**config.mk**
```make
export PLATFORM = sky130hd
export DESIGN_NAME = id_operand_stage
export DESIGN_NICKNAME = d
export VERILOG_FILES = /design/src/rtl/cpu_pkg.sv /design/src/rtl/fwd_select.sv /design/src/rtl/id_operand_stage.sv
export SDC_FILE = /design/constraint.sdc
export NUM_CORES = 1
export LEC_CHECK = 0
export BUFFER_PORTS_ARGS = -buffer_cell sky130_fd_sc_hd__buf_4
export CORE_AREA = 2 2 163 165
export CTS_CLUSTER_SIZE = 16
export DETAILED_ROUTE_END_ITERATION = 12
export DIE_AREA = 0 0 165 167
export GPL_TIMING_DRIVEN = 1
export PLACE_DENSITY_LB_ADDON = 0.08
export SYNTH_ARGS = -nofsm -noshare
export SYNTH_HDL_FRONTEND = slang
export SYNTH_SLANG_ARGS = --single-unit
```
**constraint.sdc**
```tcl
create_clock -name clk -period 3.1 [get_ports clk]
set_input_delay 0.31 -clock clk [delete_from_list [all_inputs] [get_ports clk]]
set_output_delay 0.31 -clock clk [all_outputs]
set_load 0.005 [all_outputs]
```
**src/rtl/cpu_pkg.sv**
```systemverilog
// Shared CPU definitions: register address width, default datapath width
// and the hard-wired zero register.
package cpu_pkg;
  localparam int REG_ADDR_W = 5;
  localparam int DEFAULT_XLEN = 32;
  localparam logic [REG_ADDR_W-1:0] REG_ZERO = 5'd0;
endpackage

```
**src/rtl/fwd_select.sv**
```systemverilog
// Operand resolution for one read port: picks the nearest downstream producer
// of the source register, or falls back to register-file data.
module fwd_select
  import cpu_pkg::*;
#(
  parameter int XLEN    = DEFAULT_XLEN,
  parameter int NUM_FWD = 3
) (
  input  logic [REG_ADDR_W-1:0]         raddr,
  input  logic                          use_src,
  input  logic [NUM_FWD-1:0]            fwd_valid,
  input  logic [NUM_FWD-1:0]            fwd_we,
  input  logic [NUM_FWD*REG_ADDR_W-1:0] fwd_waddr,
  input  logic [NUM_FWD*XLEN-1:0]       fwd_wdata,
  input  logic [NUM_FWD-1:0]            fwd_rdy,
  input  logic [XLEN-1:0]               rf_rdata,
  output logic [XLEN-1:0]               data,
  output logic                          stall
);

  logic found;

  // Lowest index wins; once a hit is found, farther producers are ignored.
  always_comb begin
    data  = rf_rdata;
    stall = 1'b0;
    found = 1'b0;
    for (int i = 0; i < NUM_FWD; i++) begin
      if (!found && use_src && fwd_valid[i] && fwd_we[i] &&
          (fwd_waddr[i*REG_ADDR_W +: REG_ADDR_W] != REG_ZERO) &&
          (fwd_waddr[i*REG_ADDR_W +: REG_ADDR_W] == raddr)) begin
        data  = fwd_wdata[i*XLEN +: XLEN];
        stall = ~fwd_rdy[i];
        found = 1'b1;
      end
    end
  end

endmodule

```
**src/rtl/id_operand_stage.sv**
```systemverilog
// Decode/operand-fetch pipeline stage: one valid/ready register slot, operand
// forwarding with load-use interlock, flush, and a saturating stall counter.
module id_operand_stage
  import cpu_pkg::*;
#(
  parameter int XLEN      = DEFAULT_XLEN,
  parameter int NUM_FWD   = 3,
  parameter int PAYLOAD_W = 64,
  parameter int CNT_W     = 16
) (
  input  logic                          clk,
  input  logic                          reset,
  input  logic                          in_valid,
  output logic                          in_ready,
  input  logic [PAYLOAD_W-1:0]          in_payload,
  input  logic [REG_ADDR_W-1:0]         in_raddr1,
  input  logic [REG_ADDR_W-1:0]         in_raddr2,
  input  logic                          in_use1,
  input  logic                          in_use2,
  output logic [REG_ADDR_W-1:0]         rf_raddr1,
  output logic [REG_ADDR_W-1:0]         rf_raddr2,
  input  logic [XLEN-1:0]               rf_rdata1,
  input  logic [XLEN-1:0]               rf_rdata2,
  input  logic [NUM_FWD-1:0]            fwd_valid,
  input  logic [NUM_FWD-1:0]            fwd_we,
  input  logic [NUM_FWD*REG_ADDR_W-1:0] fwd_waddr,
  input  logic [NUM_FWD*XLEN-1:0]       fwd_wdata,
  input  logic [NUM_FWD-1:0]            fwd_rdy,
  input  logic                          flush,
  output logic                          out_valid,
  input  logic                          out_ready,
  output logic [PAYLOAD_W-1:0]          out_payload,
  output logic [XLEN-1:0]               out_src1,
  output logic [XLEN-1:0]               out_src2,
  output logic [CNT_W-1:0]              stall_cycles
);

  logic                  valid_q, valid_d;
  logic [PAYLOAD_W-1:0]  payload_q, payload_d;
  logic [REG_ADDR_W-1:0] raddr1_q, raddr1_d;
  logic [REG_ADDR_W-1:0] raddr2_q, raddr2_d;
  logic                  use1_q, use1_d;
  logic                  use2_q, use2_d;
  logic [CNT_W-1:0]      cnt_q, cnt_d;

  logic stall1, stall2, stall, accept;

  fwd_select #(.XLEN(XLEN), .NUM_FWD(NUM_FWD)) u_fwd_src1 (
    .raddr    (raddr1_q),
    .use_src  (use1_q),
    .fwd_valid(fwd_valid),
    .fwd_we   (fwd_we),
    .fwd_waddr(fwd_waddr),
    .fwd_wdata(fwd_wdata),
    .fwd_rdy  (fwd_rdy),
    .rf_rdata (rf_rdata1),
    .data     (out_src1),
    .stall    (stall1)
  );

  fwd_select #(.XLEN(XLEN), .NUM_FWD(NUM_FWD)) u_fwd_src2 (
    .raddr    (raddr2_q),
    .use_src  (use2_q),
    .fwd_valid(fwd_valid),
    .fwd_we   (fwd_we),
    .fwd_waddr(fwd_waddr),
    .fwd_wdata(fwd_wdata),
    .fwd_rdy  (fwd_rdy),
    .rf_rdata (rf_rdata2),
    .data     (out_src2),
    .stall    (stall2)
  );

  assign stall        = stall1 | stall2;
  assign out_valid    = valid_q & ~stall & ~flush;
  assign in_ready     = ~reset & (~valid_q | (out_valid & out_ready));
  assign accept       = in_valid & in_ready & ~flush;
  assign rf_raddr1    = raddr1_q;
  assign rf_raddr2    = raddr2_q;
  assign out_payload  = payload_q;
  assign stall_cycles = cnt_q;

  always_comb begin
    valid_d   = valid_q;
    payload_d = payload_q;
    raddr1_d  = raddr1_q;
    raddr2_d  = raddr2_q;
    use1_d    = use1_q;
    use2_d    = use2_q;
    cnt_d     = cnt_q;
    if (reset) begin
      valid_d   = 1'b0;
      payload_d = '0;
      raddr1_d  = '0;
      raddr2_d  = '0;
      use1_d    = 1'b0;
      use2_d    = 1'b0;
      cnt_d     = '0;
    end else begin
      if (flush) begin
        valid_d = 1'b0;
      end else if (accept) begin
        valid_d   = 1'b1;
        payload_d = in_payload;
        raddr1_d  = in_raddr1;
        raddr2_d  = in_raddr2;
        use1_d    = in_use1;
        use2_d    = in_use2;
      end else if (out_valid && out_ready) begin
        valid_d = 1'b0;
      end
      // Only interlock cycles count; EX back-pressure alone does not.
      if (valid_q && stall && !flush && !(&cnt_q)) begin
        cnt_d = cnt_q + CNT_W'(1);
      end
    end
  end

  always_ff @(posedge clk) begin
    valid_q   <= valid_d;
    payload_q <= payload_d;
    raddr1_q  <= raddr1_d;
    raddr2_q  <= raddr2_d;
    use1_q    <= use1_d;
    use2_q    <= use2_d;
    cnt_q     <= cnt_d;
  end

endmodule

```
==> impl_metrics.toml <==
[routing]
drtAntennaViolNets = 0
drt-wirelength-per-cell_um = 18.3
drcViolationCount = 0
first_pass_iters = 5
drt_first_iter_violations = 264
vias = 7075
viasPerCell = 4.59
wirelength_um = 28200

[power]
p_leak_nw = 4.78
seqPwrFrac_pct = 39.3
combPwrFrac_pct = 25.4
switching_share_pct = 26.7
clkPwrFrac_pct = 35.3
ir_drop_mv = 0.314
p_per_area_nw_per_um2 = 319
p_sw_mw = 0.903
power.internal_mw = 2.48

[grt]
grt_busiest_layer = "met2"
antenna_found_initial = 4
grt-ovfl-total = 0
grt_max_degree = 77
grt_util_met3_pct = 5.90
grtUsageMet2_pct = 34.0
track_usage_pct = 19.3
grt_pass1_wl_um = 40300
grt_pass1_vias = 6747
grtUsageMet1_pct = 22.5

[timing]
whs_ns = 0.156
relSlewSlack_pct = 41.3
hold_viol = 0
rsz0062_at_grt = "yes"
final.setup_skew_ns = 0.0128
finalSetupTns_ns = 0
tightest_slew_ns = 0.881
period_minus_slack_ns = 2.97
finalSetupViolCount = 0
setup_ws_ns = 0.128
period_share_pct = 95.9
slew_violations = 0
fmax_mhz = 336

[critical_path]
crit_family = "simple AND/OR/NAND/NOR gates"
startpoint = "fwd_waddr[0]"
r2r-start = "rf_raddr1[3]"
path_class = "input port to output pin"
start_kind = "input port"
crit_chain = "buf_4 > or4_1 > o211ai_2 > and4b_2 > nand3b_1 > buf_12 > buf_4 > nand2_1 > o21ai_0 > o21ai_0 > buf_4"
crit_buf_inv = 4
path_common_cell = "buf_4"
cp.required_ns = 2.79
crit_path_top_delay_cell = "or4_1"
critPathMaxFanout = 6
cp_slowest_stage_delay_ns = 0.56
crit_arrival_ns = 2.66
end_kind = "output pin"

[run_status]
outcome = "completed"

[worst_hold_path]
hold_start = "in_payload[46]"
min_path_type = "input port to register"

[placed_design]
io_buffers = 420
gp_congestion = 0.834
post-place-ws_ns = 0.00347
dp_hpwl_um = 22100
dpl_cell_area_um2 = 10100

[clock_tree]
ctsRootBufferMaster = "clkbuf_16"
cts_tree = "yes"
cts_max_level = 3
clock_tree.buffer_depth = 2
numCtsBuffers = 9
clock_sinks = 93
clock_latency_ns = 0.36
clkTransAtPathRegs_ns = 0.08
cts_hold_buf = 0

[logic_synthesis]
ys_ff_latch = 93
ys_async_sr_fraction_pct = 0
ys.flop_type = "dfxtp_1"
syn_inst = 791
synth_area_um2 = 6420
synth_nets = 1057
synth.distinct_cells = 46
ys_top_cells_by_area = "dfxtp_1 29%, mux2i_1 10%, nor2b_1 8.9%"
synth_top_area_share_pct = 29.0
yosys.area.top_type = "dfxtp_1"
yosys_warnings = 0
synth_area_per_cell_um2 = 8.11
synth-edff-count = 0
ys_seq_area_share_pct = 29.0

[cells_and_area]
finalInstanceArea_um2 = 10600
area_growth_pct = 64.9
drive_above_1_share_pct = 44.3
nets = 1466
nFillCells = 2660

[die]
core_area_um2 = 25800
die-height_um = 167
rows = 59
dieArea_um2 = 27600
io_pins = 421
start_util_pct = 24.9
die_w_um = 165

[flow_run]
maxCapViolCount = 0
-- power by group through the flow --
stage	registers (mW)	clock network (mW)	logic (mW)
finish	1.33	1.19	0.857
global route	1.34	1.30	0.935
CTS	1.33	1.24	0.863
detailed placement	1.35	0	0.855
global placement	1.35	0	0.853
floorplan	1.35	0	0.292
-- cells in the mapped netlist, types with 2 or more instances --
cell and n:
buf_6 5, buf_2 5, nand2b_1 3, mux2i_1 65, a31oi_1 2, buf_1 9, mux2_2 42, nand2_1 101
nor2b_1 91, and2_1 5, a211oi_1 2, nand4_1 6, xor2_1 8, o21ai_0 95, nand3_1 12, nor2_1 51
a21oi_1 46, and4_1 3, or4_1 2, nor4_1 5, mux2_1 49, and3_1 8, clkbuf_1 40, dfxtp_1 93
xnor2_1 22
-- per-stage QoR --
step / cells / util [%] / power, mW
2_1_floorplan: 791 / - / 1.64
3_3_place_gp: 1514 / 39.1 / 2.21
3_5_place_dp: 1514 / 39.1 / 2.21
4_1_cts: 1530 / 40.4 / 3.43
5_1_grt: 1542 / 41.1 / 3.57
6_report: 1543 / 41.1 / 3.38
-- final cells by class --
type	count	area (um2)	share of cell area [%]
Sequential cell	93	1870	17.7
Clock buffer	10	239	2.26
Antenna cell	3	7.51	0.0709
Tap cell	335	419	3.96
Inverter	1	3.75	0.0355
Clock inverter	6	76.3	0.721
Timing Repair Buffer	457	3610	34.1
Multi-Input combinational cell	638	4360	41.2
-- path summary, 6_finish.rpt --
check | end | slack [ns] | cells after the start
min reg2reg | stall_cycles[1] | 0.56 | 2
max reg2reg | out_payload[26] | 0.30 | 10
min | out_payload[46] | 0.16 | 2
max | out_src1[9] | 0.13 | 11
-- placed cells by master (no fill, tap or decap), types with 3 or more instances in the layout --
cell type | synthesis | final
and2_1 | 5 | 5
mux2_1 | 49 | 49
dfxtp_1 | 93 | 86
nor2_1 | 51 | 51
a21oi_1 | 46 | 46
nand3_1 | 12 | 12
and3_1 | 8 | 8
dfxtp_2 | 0 | 7
and4_1 | 3 | 3
buf_4 | 0 | 442
nor2b_1 | 91 | 91
xnor2_1 | 22 | 22
mux2_2 | 42 | 42
o21ai_1 | 0 | 5
clkbuf_16 | 0 | 11
nor4_4 | 0 | 3
nand2b_1 | 3 | 3
nand4_1 | 6 | 6
inv_6 | 0 | 3
o21ai_0 | 95 | 90
nand2_1 | 101 | 101
diode_2 | 0 | 3
xor2_1 | 8 | 8
mux2i_1 | 65 | 65
buf_12 | 0 | 11
-- what timing repair did --
action / CTS / global route
endpoints found under the hold margin: 0 / 0
endpoints found under the setup margin: 65 / 67
gates resized for setup: 9 / 15
gates cloned: 0 / 2
pin swaps: 0 / 6
setup buffers: 0 / 9
-- cells by family (layout without fill, tap and decap cells) --
| kind of cell | Yosys count | in the layout | share of synthesized area [%] |
|---|---|---|---|
| AND/OR/NAND/NOR | 296 | 296 | 23.3 |
| multiplexers | 156 | 156 | 26.1 |
| AO/OA/AOI/OAI | 155 | 155 | 13.1 |
| flip-flops | 93 | 93 | 29.0 |
| buffers and inverters | 60 | 474 | 4.19 |
| XOR/XNOR | 30 | 30 | 4.10 |
| adder cells (fa/ha/maj) | 1 | 1 | 0.195 |
| other | 0 | 3 | 0 |
-- sequential cells by signal, indices dropped and copies added, names as in the netlist --
signal	flops
stall_cycles	16
rf_raddr1	5
rf_raddr2	5
out_payload	64
valid_q	1
use1_q	1
use2_q	1
-- metal layers --
metal  part of all wire (%)  vias up  wire length [um]
met4                    1.6        2               459
li1                       -     3551                 -
met1                     40     3246             11200
met3                    8.3       27              2330
met5                  0.043        -                12
met2                     50      249             14200
No activity file was read; power rests on OpenSTA's default activity.
